===== config.mk =====
export PLATFORM = sky130hd
export DESIGN_NAME = pmod_link_rx
export DESIGN_NICKNAME = d
export VERILOG_FILES = /design/src/rtl/pmod_link_rx.sv
export SDC_FILE = /design/constraint.sdc
export NUM_CORES = 1
export LEC_CHECK = 0
export CAP_MARGIN = 20
export CORE_MARGIN = 5
export CORE_UTILIZATION = 45
export DETAILED_ROUTE_END_ITERATION = 6
export PLACE_DENSITY = 0.68
export SLEW_MARGIN = 40
export SYNTH_ARGS = -nofsm -noshare
export SYNTH_HDL_FRONTEND = slang
export SYNTH_SLANG_ARGS = --single-unit

===== constraint.sdc =====
create_clock -name CLK -period 2.1 [get_ports CLK]
set_input_delay 0.21 -clock CLK [delete_from_list [all_inputs] [get_ports CLK]]
set_output_delay 0.21 -clock CLK [all_outputs]
set_load 0.02 [all_outputs]

===== src/rtl/pmod_link_rx.sv =====
// Pmod link serial receiver: synchronises SCLK/CS_N/MOSI, shifts MSB first, holds words in a valid/ready buffer.
// Word-to-RX_VALID latency is SYNC_STAGES+1 CLK edges; a word completing while the buffer is full and unaccepted sets OVERRUN.
module pmod_link_rx #(
  parameter int DATA_W      = 8,
  parameter int SYNC_STAGES = 2
) (
  input  logic              CLK,
  input  logic              RST,
  input  logic              SCLK,
  input  logic              CS_N,
  input  logic              MOSI,
  input  logic              RX_READY,
  input  logic              CLR_ERR,
  output logic [DATA_W-1:0] RX_DATA,
  output logic              RX_VALID,
  output logic              FRAME_ERR,
  output logic              OVERRUN,
  output logic              BUSY,
  output logic [7:0]        FRAME_BYTES
);

  localparam int CNT_W  = $clog2(DATA_W);
  localparam int WARM   = SYNC_STAGES + 2;
  localparam int WARM_W = $clog2(WARM + 1);
  localparam logic [CNT_W-1:0] LAST_BIT = CNT_W'(DATA_W - 1);

  typedef enum logic [1:0] {WAIT_IDLE, IDLE, SHIFT} state_t;

  logic [SYNC_STAGES-1:0] cs_sync_q, sclk_sync_q, mosi_sync_q;
  logic                   cs_prev_q, sclk_prev_q;
  logic                   sclk_rise_q, cs_rise_q, cs_fall_q, cs_lvl_q, mosi_q;
  logic [WARM_W-1:0]      warm_q;

  state_t                 state_q, state_d;
  logic [CNT_W-1:0]       bit_cnt_q, bit_cnt_d;
  logic [DATA_W-1:0]      shift_q, shift_d;
  logic [7:0]             fbytes_q, fbytes_d;
  logic                   frame_err_q, frame_err_d;
  logic [DATA_W-1:0]      rx_data_q, rx_data_d;
  logic                   rx_valid_q, rx_valid_d;
  logic                   overrun_q, overrun_d;

  logic                   cs_s, sclk_s, mosi_s;
  logic                   warm_done, word_done;
  logic [DATA_W-1:0]      word_dat;

  assign cs_s      = cs_sync_q[SYNC_STAGES-1];
  assign sclk_s    = sclk_sync_q[SYNC_STAGES-1];
  assign mosi_s    = mosi_sync_q[SYNC_STAGES-1];
  assign warm_done = (warm_q == WARM_W'(WARM));
  assign word_dat  = {shift_q[DATA_W-2:0], mosi_q};

  // Edge events are registered so MOSI, SCLK and CS_N events reach the FSM in the same cycle alignment.
  always_ff @(posedge CLK or posedge RST) begin
    if (RST) begin
      cs_sync_q   <= '1;
      sclk_sync_q <= '0;
      mosi_sync_q <= '0;
      cs_prev_q   <= 1'b1;
      sclk_prev_q <= 1'b0;
      sclk_rise_q <= 1'b0;
      cs_rise_q   <= 1'b0;
      cs_fall_q   <= 1'b0;
      cs_lvl_q    <= 1'b1;
      mosi_q      <= 1'b0;
      warm_q      <= '0;
    end else begin
      cs_sync_q   <= {cs_sync_q[SYNC_STAGES-2:0], CS_N};
      sclk_sync_q <= {sclk_sync_q[SYNC_STAGES-2:0], SCLK};
      mosi_sync_q <= {mosi_sync_q[SYNC_STAGES-2:0], MOSI};
      cs_prev_q   <= cs_s;
      sclk_prev_q <= sclk_s;
      sclk_rise_q <= sclk_s & ~sclk_prev_q;
      cs_rise_q   <= cs_s & ~cs_prev_q;
      cs_fall_q   <= ~cs_s & cs_prev_q;
      cs_lvl_q    <= cs_s;
      mosi_q      <= mosi_s;
      if (!warm_done) warm_q <= warm_q + WARM_W'(1);
    end
  end

  always_ff @(posedge CLK or posedge RST) begin
    if (RST) begin
      state_q     <= WAIT_IDLE;
      bit_cnt_q   <= '0;
      shift_q     <= '0;
      fbytes_q    <= '0;
      frame_err_q <= 1'b0;
      rx_data_q   <= '0;
      rx_valid_q  <= 1'b0;
      overrun_q   <= 1'b0;
    end else begin
      state_q     <= state_d;
      bit_cnt_q   <= bit_cnt_d;
      shift_q     <= shift_d;
      fbytes_q    <= fbytes_d;
      frame_err_q <= frame_err_d;
      rx_data_q   <= rx_data_d;
      rx_valid_q  <= rx_valid_d;
      overrun_q   <= overrun_d;
    end
  end

  always_comb begin
    state_d     = state_q;
    bit_cnt_d   = bit_cnt_q;
    shift_d     = shift_q;
    fbytes_d    = fbytes_q;
    frame_err_d = 1'b0;
    word_done   = 1'b0;
    case (state_q)
      // Synchroniser reset values are not real samples; wait for them to flush before trusting CS_N.
      WAIT_IDLE: if (warm_done && cs_lvl_q) state_d = IDLE;
      IDLE: begin
        if (cs_fall_q) begin
          bit_cnt_d = '0;
          shift_d   = '0;
          fbytes_d  = '0;
          state_d   = SHIFT;
        end
      end
      SHIFT: begin
        if (sclk_rise_q) begin
          shift_d = word_dat;
          if (bit_cnt_q == LAST_BIT) begin
            bit_cnt_d = '0;
            word_done = 1'b1;
            if (fbytes_q != 8'hFF) fbytes_d = fbytes_q + 8'd1;
          end else begin
            bit_cnt_d = bit_cnt_q + CNT_W'(1);
          end
        end
        // Uses the post-edge count so a coincident final SCLK edge completes the word cleanly.
        if (cs_rise_q) begin
          frame_err_d = (bit_cnt_d != '0);
          state_d     = IDLE;
        end
      end
      default: state_d = WAIT_IDLE;
    endcase
  end

  always_comb begin
    rx_data_d  = rx_data_q;
    rx_valid_d = rx_valid_q;
    overrun_d  = overrun_q;
    if (CLR_ERR) overrun_d = 1'b0;
    if (word_done && (!rx_valid_q || RX_READY)) begin
      rx_data_d  = word_dat;
      rx_valid_d = 1'b1;
    end else if (word_done) begin
      overrun_d  = 1'b1;
    end else if (rx_valid_q && RX_READY) begin
      rx_valid_d = 1'b0;
    end
  end

  assign RX_DATA     = rx_data_q;
  assign RX_VALID    = rx_valid_q;
  assign FRAME_ERR   = frame_err_q;
  assign OVERRUN     = overrun_q;
  assign BUSY        = (state_q == SHIFT);
  assign FRAME_BYTES = fbytes_q;

endmodule


* After elaboration in Yosys (flattened, before gate mapping)
Cells that the tools add are included.
Word-level totals: flip-flop bits (word level) 46, bits of input ports 7, output and inout bits 20, logic and storage cells 80
Cells by class: add/subtract/negate cells 3, equal/unequal tests 12, mux-type cells 27, bitwise operators 6, reductions and logical operators 14
Operators with widths (count):
- $mux 8 | 4
- $pmux 8 s2 | 1
- $pmux 7 s2 | 1
- $mux 3 | 4
- $mux 1 | 11
- $ne 2x1->1 const B | 5
- $add 8x1->8 const B | 1
- $ne 8x8->1 const B | 1
- $mux 7 | 1
- $add 3x1->3 const B | 2
- $eq 3x3->1 const B | 2
- $mux 2 | 3
- $pmux 2 s3 | 1
- $pmux 3 s2 | 1
- $reduce_and 3->1 | 2
- $reduce_and 5->1 | 1
- $ne 2x2->1 const B | 2
- $reduce_and 2->1 | 2
- $reduce_bool 2->1 | 2
- $and 1x1->1 | 3
- $logic_and 1x1->1 | 3
- $not 1->1 | 3
- $reduce_bool 3->1 | 1
- $eq 2x1->1 const B | 1
- 4 further kinds | 4

* Logic depth before layout (Yosys ltp)
Gate-level depths: netlist of run 1.
depth after elaboration 7, depth in mapped cells 6, mapped depth without buffers 6

* Least setup slack after synthesis of run 1
OpenSTA, ideal clock, no wires.
path kind register to register, start register bit_cnt_q[0], end register fbytes_q[7] (netlist: FRAME_BYTES[7]), library setup time 0.120 ns, data arrival time 1.464 ns, required time 1.980 ns, slack 0.515 ns, cell stages (with the launch flop) 7, path buffers 0, clock period less this slack 1.585 ns, path through dfrtp_1 > ha_1 > ha_1 > nand4_1 > a2111oi_2 > nand3_1 > o211a_1
On the way: word-level cells in the longest chain between the ends 3
RTL lines:
- from (decl) | line 35 | logic [CNT_W-1:0] bit_cnt_q, bit_cnt_d;
- from (signal assigned) | line 94 | bit_cnt_q <= bit_cnt_d;
- $eq 3x3->1 | line 125 | if (bit_cnt_q == LAST_BIT) begin
- $ne 2x1->1 (no line)
- $reduce_and 5->1 (no line)
- to (signal assigned) | line 96 | fbytes_q <= fbytes_d;
- to (decl) | line 37 | logic [7:0] fbytes_q, fbytes_d;
Every way passes these cells. A chain may end at the register's enable or synchronous reset.

* Worst setup path after layout of run 1
start register state_q[0], end output port BUSY
On the way: word-level cells in the longest chain between the ends 1
RTL lines:
- from (decl) | line 34 | state_t state_q, state_d;
- from (signal assigned) | line 93 | state_q <= state_d;
- $eq 2x2->1 | line 162 | assign BUSY = (state_q == SHIFT);
- to (decl) | line 18 | output logic BUSY,
Every way passes these cells.

==> flow_summary.json, run 1 <==
{
  "power_density_mw_per_mm2": 751,
  "leakage_nw": 1.10,
  "drc_errors": 0,
  "cp_max_fo": 7,
  "syn_area_per_cell_sq_um": 12.9,
  "period_share_pct": 94.1,
  "wl_um": 3590,
  "fin_nets": 195,
  "post-route-util_pct": 58.0,
  "grt_max_degree": 19,
  "r2r_slack_ps": 230,
  "io_buffers": 26,
  "syn_area_sq_mm": 0.00194,
  "initialDrtViolationCount": 118,
  "cts_setup_buffers": 0,
  "yosysSeqAreaShare_pct": 59.5,
  "layout_commonest_cell": "dfrtp_1",
  "cts_tree": "yes",
  "globalplace.congestion": 0.882,
  "worstPathRequired_ps": 1890,
  "start_util_pct": 47.5,
  "gr-usage-all-layers_pct": 14.6,
  "clockBufferDepth": 2,
  "worstSkewPairLatency_ps": 300,
  "cts.sinks": 46,
  "clk_pin_slew_ps": 80,
  "wl_per_cell_um": 15.3,
  "grt_pass1_wl_um": 6180,
  "slew_viol_final": 0,
  "worstMarginPinSlew_ps": 489,
  "synth.distinct_cells": 37,
  "num-fill-cells": 337,
  "routed_via_density": 5.46,
  "antenna_found_initial": 0,
  "clock.fmax_ghz": 0.506,
  "postCtsHoldBufs": 0,
  "die_h_um": 75.7,
  "rows": 23,
  "multiInputGateArea_sq_um": 736,
  "syn_inst": 150,
  "grt_pass1_vias": 1273,
  "core_sq_mm": 0.00409,
  "maxCapViolCount": 0,
  "status": "completed",
  "die_w_um": 75.7,
  "ant_nets": 0,
  "final.min_clock_period_ps": 1980,
  "drive_gt1_share_pct": 15.2,
  "finalHoldViolCount": 0,
  "r2r-end": "FRAME_BYTES[7]",
  "hold_path_class": "in2async",
  "layout_common_cells": "43 x dfrtp_1, 26 x clkdlybuf4s50_1, 14 x nand2_1",
  "maxSlewHeadroom_pct": 67.4,
  "whs_ps": 195,
  "setup-violations-final": 0,
  "critPathKind": "reg2out",
  "io_pins": 27,
  "synth_nets": 162,
  "synth_top_flop_cell": "dfrtp_1",
  "vdd_ir_drop_max_mv": 0.504,
  "ys_async_sr_fraction_pct": 100,
  "area.sequential_sq_mm": 0.00115,
  "firstDrtPassIters": 4,
  "dieArea_sq_mm": 0.00573,
  "tns_ps": 0,
  "start_kind": "flop",
  "num_vias": 1277,
  "slowest_delay_ps": 650,
  "critPathArrivalTime_ps": 1770,
  "rsz0062_at_grt": "false",
  "worstRegToRegCells": 6,
  "num_antenna_cells": 0,
  "ctsResizeCount": 0,
  "timing.rr.start": "bit_cnt_q[0]",
  "skew_ps": 10.3,
  "path_cells": "and2b_1, clkdlybuf4s50_1",
  "numCtsBuffers": 5,
  "area_growth_syn_to_layout_pct": 22.1,
  "ys_seq_elements": 46,
  "dp_hpwl_um": 2670,
  "synth_edf_count": 0,
  "crit_slowest_cell": "clkdlybuf4s50_1",
  "cp-end-kind": "output port",
  "endpoint": "BUSY",
  "clock-root-buffer": "clkbuf_8",
  "yosys_warnings": 0,
  "grt-ovfl-total": 0,
  "htreeDepth": 2,
  "critPathLaunch": "state_q[0]"
}
==> layer usage <==
metal	wire [um]	share of wire, %	track usage [%]
met5	0	0	0
met4	59	1.6	4.47
met3	185	5.2	4.35
met2	1730	48	23.6
met1	1620	45	19.0
==> metrics by stage <==
stage | worst slack, ps | power (W) | cell area [sq um] | instances
after floorplan | 515 | 0.00111 | 1940 | 150
after global placement | 344 | 0.00115 | 2260 | 226
after detailed placement | 252 | 0.00116 | 2260 | 226
after CTS | 88.7 | 0.00180 | 2370 | 234
after global routing | 35.2 | 0.00187 | 2370 | 234
final | 124 | 0.00178 | 2370 | 234
==> flip-flops by register name, indices dropped and copies added (netlist names), 3 cells and up <==
| register | flops |
|---|---|
| bit_cnt_q | 3 |
| FRAME_BYTES | 8 |
| shift_q | 7 |
| warm_q | 3 |
| RX_DATA | 8 |
==> logic make-up after synthesis <==
family	count (synthesis)	share of synthesized area (%)
AOI/OAI and AO/OA	28	11.9
and+or+nand+nor	49	14.1
DFF	46	59.5
buffers and inverters	9	2.58
muxes	12	8.32
adders and majority gates	5	3.22
xor gates and xnor gates	1	0.451
==> worst max-delay path: cells and delay by family (launching register included) <==
kind / cells / cell delay (ps)
buf+inv: 1 / 650
flops: 1 / 460
simple gates: 1 / 360
==> power by group <==
part           internal [W]  total (W)  switching (W)
registers          0.000925   0.000970      0.0000451
clock network      0.000355   0.000639       0.000285
logic             0.0000843   0.000170      0.0000856
total               0.00136    0.00178       0.000415
==> area by class of cell <==
type / instances / share of cell area (%)
sequential: 46 / 48.8
clock inverter: 2 / 1.58
timing repair buffer: 29 / 11.9
tap: 50 / 2.64
clock buffer: 6 / 3.06
inverter: 6 / 0.951
multi-input combinational: 95 / 31.1
==> cell usage after synthesis (all sizes together), types with 3 or more instances <==
cell,instances,area share [%]
a21oi,3,0.77
mux2,9,6.8
o22ai,3,0.97
nor3,3,0.77
nand2,14,2.7
o21ai,4,1.0
buf,3,1.4
mux2i,3,1.5
dfstp,3,4.1
nand3,6,1.5
ha,5,3.2
a22o,8,3.6
dfrtp,43,55
nand4,3,0.97
nor2b,3,0.97
nor2,9,1.7
inv,6,1.2
==> worst min path at each step <==
| stage | cells after the start | to | startpoint |
|---|---|---|---|
| after floorplan | 0 | cs_sync_q[0] | CS_N |
| after global placement | 0 | mosi_q | mosi_sync_q[1] |
| after detailed placement | 0 | mosi_sync_q[1] | mosi_sync_q[0] |
| after CTS | 2 | shift_q[0] | RST |
| after global routing | 2 | sclk_sync_q[0] | RST |
| final | 2 | RX_DATA[0] | RST |
Power figures use the tool's default switching activity.
==> inputs of run 2 (changes only) <==
CORE_MARGIN = 2   (was 5)
CORE_UTILIZATION = 50   (was 45)
PLACE_DENSITY = 0.74   (was 0.68)
clock period = 2.16 ns   (was 2.1 ns; I/O delays follow)
==> run 2 against run 1 <==
Effect of this change: die area decreased by 23%; wire length decreased by 1.4%; sequential power decreased by 2.8%; clock-buffer cell count decreased by 1; via count about the same; global-route usage increased by 4.4 points; critical path depth unchanged.
==> flow_summary.json, run 2 (synthesis gave the netlist of run 1 again) <==
{
  "postCtsHoldBufs": 0,
  "post-route-util_pct": 64.1,
  "ant_nets": 0,
  "dp_hpwl_um": 2620,
  "cts_setup_buffers": 0,
  "numCtsBuffers": 5,
  "cp_max_fo": 7,
  "rsz0062_at_grt": "false",
  "initialDrtViolationCount": 111,
  "critPathArrivalTime_ps": 1770,
  "worstPathRequired_ps": 1940,
  "wl_um": 3540,
  "clockPowerShare_pct": 36.0,
  "maxCapViolCount": 0,
  "globalplace.congestion": 0.840,
  "finalHoldViolCount": 0,
  "firstDrtPassIters": 4,
  "switching_share_pct": 23.7,
  "rows": 22,
  "clockBufferDepth": 2,
  "dp_cells": 224,
  "cp-end-kind": "output port",
  "wl_per_cell_um": 15.3,
  "p_seq_share_pct": 54.4,
  "crit_slowest_cell": "clkdlybuf4s50_1",
  "clock.fmax_ghz": 0.505,
  "slew_viol_final": 0,
  "grt_pass1_wl_um": 5980,
  "r2r_slack_ps": 340,
  "num_antenna_cells": 0,
  "antenna_found_initial": 0,
  "vdd_ir_drop_max_mv": 0.503,
  "ctsResizeCount": 0,
  "num_vias": 1276,
  "cts_tree": "yes",
  "tns_ps": 0,
  "area_growth_syn_to_layout_pct": 21.9,
  "status": "completed",
  "dieArea_sq_mm": 0.00440,
  "htreeDepth": 2,
  "routed_via_density": 5.50,
  "start_util_pct": 52.6,
  "io_pins": 27,
  "worstMarginPinSlew_ps": 494,
  "intPower_w": 0.00132,
  "critPathKind": "reg2out",
  "slowest_delay_ps": 650,
  "layout_common_cells": "43 x dfrtp_1, 26 x clkdlybuf4s50_1, 14 x nand2_1",
  "die_w_um": 66.3,
  "gr-usage-all-layers_pct": 18.9,
  "fin_nets": 195,
  "hold_path_class": "in2async",
  "grt_max_degree": 18,
  "leakage_nw": 1.11,
  "drive_gt1_share_pct": 15.8,
  "setup-violations-final": 0,
  "clock-root-buffer": "clkbuf_8",
  "grt-ovfl-total": 0,
  "final_cell_count_no_fill": 232,
  "core_sq_mm": 0.00369,
  "final.min_clock_period_ps": 1980,
  "path_cells": "and2b_1, clkdlybuf4s50_1",
  "worstSkewPairLatency_ps": 300,
  "grt_pass1_vias": 1292,
  "cts.sinks": 46,
  "io_buffers": 26,
  "start_kind": "flop",
  "power_density_mw_per_mm2": 733,
  "drc_errors": 0,
  "clk_pin_slew_ps": 80,
  "p_comb_share_pct": 9.6,
  "period_share_pct": 91.7,
  "layout_commonest_cell": "dfrtp_1",
  "skew_ps": 7.15,
  "die_h_um": 66.3,
  "switchingPower_w": 0.000411,
  "power_w": 0.00173,
  "maxSlewHeadroom_pct": 67.1
}
run 2: worst max-delay path: cells and delay by family (launching register included):
kind / cells / cell delay (ps)
AND/OR/NAND/NOR: 1 / 360
buffers and inverters: 1 / 650
flip-flops: 1 / 460
run 2: metal layers:
| layer | wire, um | global-route usage, % |
|---|---|---|
| met1 | 1560 | 25.0 |
| met2 | 1710 | 28.9 |
| met3 | 192 | 4.60 |
| met4 | 84 | 9.95 |
| met5 | 0 | 0 |
run 2: layout make-up:
class,count,area [sq um]
fill,295,1320
clock inverter,3,40.0
sequential,46,1150
clock buffer,5,68.8
multi-input combinational,95,736
inverter,6,22.5
timing repair buffer,29,283
tap,48,60.1
run 2: power groups by stage:
stage / Clock [W] / Sequential [W] / Combinational, W
after CTS: 0.000639 / 0.000943 / 0.000169
after detailed placement: 0 / 0.000960 / 0.000167
after floorplan: 0 / 0.000950 / 0.000128
after global routing: 0.000684 / 0.000950 / 0.000184
final: 0.000623 / 0.000943 / 0.000167
after global placement: 0 / 0.000956 / 0.000161
run 2: path summary, 6_finish.rpt:
check	end	startpoint	cells past startpoint
min in group CLK	cs_sync_q[0]	CS_N	1
min reg2reg	mosi_sync_q[1]	mosi_sync_q[0]	0
max reg2reg	RX_DATA[7]	bit_cnt_q[0]	4
min	shift_q[0]	RST	2
max	BUSY	state_q[0]	2
max in group asynchronous	FRAME_BYTES[2]	RST	3
run 2: per-stage QoR:
step	hold slack, ps	cell area [sq um]	setup WS [ps]
after floorplan	220	1940	575
after global placement	334	2260	415
after detailed placement	335	2260	345
after CTS	198	2360	158
after global routing	219	2360	116
final	189	2360	178
==> inputs of run 3 (changes only) <==
CAP_MARGIN = 5   (was 20)
PLACE_DENSITY = unset   (was 0.74)
PLACE_DENSITY_LB_ADDON = 0.05   (was unset)
clock period = 2.3 ns   (was 2.16 ns; I/O delays follow)
==> run 3 against run 2 <==
Effect of this change: clock-buffer cell count grew 2; clock skew shrank 1.5 ps; flip-flop and latch count is the same; critical path type unchanged; worst hold slack gained 150 ps; largest power group unchanged; global-route usage shrank 2.1 points; register-to-register slack gained 70 ps.
==> flow_summary.json, run 3 (synthesis gave the netlist of run 1 again) <==
{
  "status": "completed",
  "final_cell_count_no_fill": 231,
  "critPathArrivalTime_ps": 1760,
  "maxSlewHeadroom_pct": 63.6,
  "num_vias": 1270,
  "initialDrtViolationCount": 76,
  "routed_via_density": 5.50,
  "firstDrtPassIters": 4,
  "wl_per_cell_um": 14.1,
  "drc_errors": 0,
  "worstRegToRegCells": 4,
  "setup-violations-final": 0,
  "crit_slowest_cell": "clkdlybuf4s50_1",
  "antenna_found_initial": 0,
  "use_met3_pct": 5.28,
  "area_growth_syn_to_layout_pct": 20.2,
  "io_buffers": 26,
  "r2r-end": "RX_DATA[1]",
  "r2r_slack_ps": 410,
  "leakage_nw": 1.08,
  "clk_pin_slew_ps": 80,
  "ctsResizeCount": 0,
  "worstSkewPairLatency_ps": 290,
  "start_kind": "flop",
  "drive_gt1_share_pct": 13.7,
  "die_h_um": 66.3,
  "dieArea_sq_mm": 0.00440,
  "min_from": "CS_N",
  "rows": 22,
  "worstPathRequired_ps": 2070,
  "grt.busiest_layer": "met2",
  "slew_viol_final": 0,
  "cp-end-kind": "output port",
  "final.min_clock_period_ps": 1990,
  "cts_tree": "yes",
  "maxCapViolCount": 0,
  "grt-ovfl-total": 0,
  "hold_depth": 1,
  "power_density_mw_per_mm2": 645,
  "tns_ps": 0,
  "num_antenna_cells": 0,
  "layout_common_cells": "43 x dfrtp_1, 26 x clkdlybuf4s50_1, 14 x nand2_1",
  "hold_path_class": "in2reg",
  "whs_ps": 340,
  "power_w": 0.00150,
  "met2_usage_pct": 26.3,
  "path_cells": "and2b_1, clkdlybuf4s50_1",
  "dp_hpwl_um": 2330,
  "ant_nets": 0,
  "layout_commonest_cell": "dfrtp_1",
  "io_pins": 27,
  "start_util_pct": 52.6,
  "clock-root-buffer": "clkbuf_8",
  "numCtsBuffers": 5,
  "dp_cells": 223,
  "period_share_pct": 86.5,
  "grt_max_degree": 47,
  "slowest_delay_ps": 650,
  "wl_um": 3260,
  "critPathKind": "reg2out",
  "die_w_um": 66.3,
  "postCtsHoldBufs": 0,
  "grt_pass1_vias": 1248,
  "gr-usage-met1_pct": 22.7,
  "globalplace.congestion": 0.929,
  "skew_ps": 5.67,
  "rsz0062_at_grt": "false",
  "cp_top_family": "buffers and inverters",
  "finalHoldViolCount": 0,
  "grt_pass1_wl_um": 5640,
  "vdd_ir_drop_max_mv": 0.429,
  "clockBufferDepth": 2,
  "crit_buf_inv": 1,
  "cp_max_fo": 7,
  "worstMarginPinSlew_ps": 546,
  "htreeDepth": 2,
  "core_sq_mm": 0.00369,
  "cts_setup_buffers": 0,
  "gr-usage-all-layers_pct": 16.9,
  "fin_nets": 194,
  "whs_endpoint": "cs_sync_q[0]",
  "timing.rr.start": "bit_cnt_q[0]",
  "clock.fmax_ghz": 0.503,
  "cts.sinks": 46
}
## run 3: layout make-up
type                       instances  area, sq um
fill                             303         1360
sequential                        46         1150
multi-input combinational         95          736
timing repair buffer              28          275
clock buffer                       7         76.3
tap                               48         60.1
inverter                           6         22.5
clock inverter                     1         7.51
## run 3: metrics by stage
stage               setup slack [ps]  cell area (sq um)  utilization [%]
finish                           310               2330             63.2
global route                     245               2330             63.2
CTS                              298               2330             63.2
detailed placement               432               2250             61.0
global placement                 531               2250             61.0
floorplan                        715               1940                -
## run 3: report_power, final
group	switching, W	total, W	internal (W)
combinational	0.0000755	0.000151	0.0000757
clock	0.000252	0.000468	0.000215
sequential	0.0000416	0.000886	0.000844
total	0.000370	0.00150	0.00114
## run 3: how the worst max path moves through the flow
stage,start,endpoint,slack (ps),cells past startpoint
after detailed placement,bit_cnt_q[0],RX_DATA[1],430,4
after global routing,state_q[0],BUSY,240,2
after CTS,state_q[0],BUSY,300,2
after floorplan,bit_cnt_q[0],FRAME_BYTES[7],720,6
final,state_q[0],BUSY,310,2
after global placement,bit_cnt_q[0],RX_DATA[1],530,4
## run 3: metal layers
| layer | share of wire [%] | wire [um] | vias up |
|---|---|---|---|
| met1 | 45 | 1460 | 630 |
| li1 | - | - | 600 |
| met5 | 0 | 0 | - |
| met3 | 5.0 | 162 | 5 |
| met2 | 49 | 1610 | 35 |
| met4 | 0.92 | 30 | 0 |
==> RTL edit (flow settings as in run 1) <==
Change the parameter `DATA_W` from 8 to 4.
--- a/src/rtl/pmod_link_rx.sv
+++ b/src/rtl/pmod_link_rx.sv
@@ -1,7 +1,7 @@
 // Pmod link serial receiver: synchronises SCLK/CS_N/MOSI, shifts MSB first, holds words in a valid/ready buffer.
 // Word-to-RX_VALID latency is SYNC_STAGES+1 CLK edges; a word completing while the buffer is full and unaccepted sets OVERRUN.
 module pmod_link_rx #(
-  parameter int DATA_W      = 8,
+  parameter int DATA_W      = 4,
   parameter int SYNC_STAGES = 2
 ) (
   input  logic              CLK,
Interface: changed (resized RX_DATA); port bits go from 27 to 23. No check against the original RTL was run, so the function may have changed too.
==> RTL edit against run 1 <==
  * Routed wire length fell by 21%
  * Synthesized area is 17% lower
  * Synthesized cell count fell by 4.7%
  * Worst hold slack better by 65 ps
  * First-iteration DRC count fell by 16%
  * Worst setup slack improved by 160 ps
  * Clock skew rose by 0.95 ps
  * Critical path depth is 1 higher
  * Sequential cell count is 9 lower
  * Design area decreased by 18%
  * Power down 15%
  * Critical path type unchanged
  * Largest cell class unchanged
  * Highest routed layer unchanged
==> RTL edit: results (changes against run 1) <==
Inverters=6 (unchanged); Final non-clock buffer share=11.6% (-0.32 points); # resized after CTS=2 (+2); PortBufs=22 (-15%); run status=complete, no violations; max incr delay on CP=470 ps (-180 ps); Arr. time, crit path=1600 ps (-170 ps); reg2reg start=state_q[0]$_DFFE_PP0P_; dpl cell area=0.00185 mm^2 (-18%); Clock Latency Late Sink=340 ps (+40 ps); # fillers=285 (-15%); clock network area share=5.26% (+0.61 points); Final #Nets=180 (-7.7%); Sw Pwr=347 uW (-16%); count of plain and timing-repair buffers=23 (-21%); share of layout cells above drive strength 1=11.8% (-3.5 points); Slew HR=70.4% (+3.0 points); CTS Sinks=37 (-20%); vias in the first global route=1147 (-9.9%); Mapped Nets=154 (-4.9%); First-pass DRT Iterations=6 (+2); critical path fanouts, max=9 (+2); Worst VDD drop=432 uV (-14%); final wirelength=2850 um (-21%); crit path max-delay cell type=dfrtp_1; crit start category=flip-flop; clock-pin transition on the worst setup and hold timing paths=120 ps (+40 ps); multi-input gate share of total cell area=31.3% (+0.20 points); commonest cells in the netlist=dfrtp_1 (34), nand2_1 (13), nor2_1 (11); largest net degree at the start of global routing=38 (+19); Compound-Gate Fraction of Synth Area=9.97% (-1.9 points); post-synthesis mux area share=5.06% (-3.3 points); area share of xor/xnor cells in the synthesized design=0.545% (+0.094 points); multi-input combinational cell count=96 (+1.1%); hpwl dp=2010 um (-25%); register area=931 um^2 (-19%); sequential cell area share=47.8% (-1.0 points); GRT Total Usage=12.8% (-1.8 points); library cells used by synthesis=31 (-16%); Clock Skew=11.3 ps (+0.954 ps); Vias/cell=5.29 (-3.0%); gpl congestion=0.873 (-1.0%); Root Driver=clkbuf_4; synth top area cells=dfrtp_1 (53%), dfstp_2 (4.9%), mux2_4 (3.7%); # H-tree levels=2 (unchanged); sequential cell area fraction in the yosys report=57.9% (-1.6 points); global-route wire length before repair=5070 um (-18%); adder-cell area share of the yosys netlist=3.12% (-0.11 points); LEAKAGE=0.890 nW (-19%); 1st-iter DRT viols=99 (-16%); number of synthesis warnings=0 (unchanged); Largest register FFs=8
-- RTL edit: power groups by stage --
stage | registers (mW) | logic, mW | clock network (mW)
6_report | 0.782 | 0.134 | 0.602
5_1_grt | 0.788 | 0.152 | 0.651
4_1_cts | 0.782 | 0.135 | 0.619
3_5_place_dp | 0.795 | 0.136 | 0
3_3_place_gp | 0.791 | 0.133 | 0
2_1_floorplan | 0.773 | 0.135 | 0
-- RTL edit: final timing paths --
kind / slack (ps) / cells past startpoint / to
worst max-delay path: 290 / 3 / BUSY
worst min-delay path: 260 / 3 / cs_rise_q$_DFF_PP0_
worst max register to register: 450 / 3 / RX_DATA[0]$_DFFE_PP0P_
worst min register to register: 360 / 0 / mosi_q$_DFF_PP0_
max in group asynchronous: 1490 / 3 / cs_sync_q[1]$_DFF_PP1_
min in group CLK: 270 / 1 / cs_sync_q[0]$_DFF_PP1_
-- RTL edit: kinds of logic after synthesis --
kind of cell | Yosys count
compound gates | 27
xor+xnor | 1
fa+ha+maj | 4
buf+inv | 10
flops | 37
mux | 6
simple gates | 58
-- RTL edit: per-stage QoR --
stage | instances | hold slack, ps | power [mW] | utilization [%] | worst slack, ps
3_5_place_dp | 208 | 337 | 0.930 | 54.5 | 374
6_report | 216 | 260 | 1.52 | 57.5 | 287
5_1_grt | 216 | 251 | 1.59 | 57.5 | 185
2_1_floorplan | 143 | 214 | 0.908 | - | 603
4_1_cts | 216 | 253 | 1.54 | 57.5 | 263
3_3_place_gp | 208 | 333 | 0.924 | 54.5 | 419
-- RTL edit: routing by layer --
metal	track usage, %	vias to the layer above	part of all wire (%)	routed length [um]
met2	21.3	29	48	1360
met3	4.20	11	5.3	151
met5	0	-	0	0
met4	4.89	0	2.3	65
li1	-	561	-	-
met1	15.3	542	45	1280
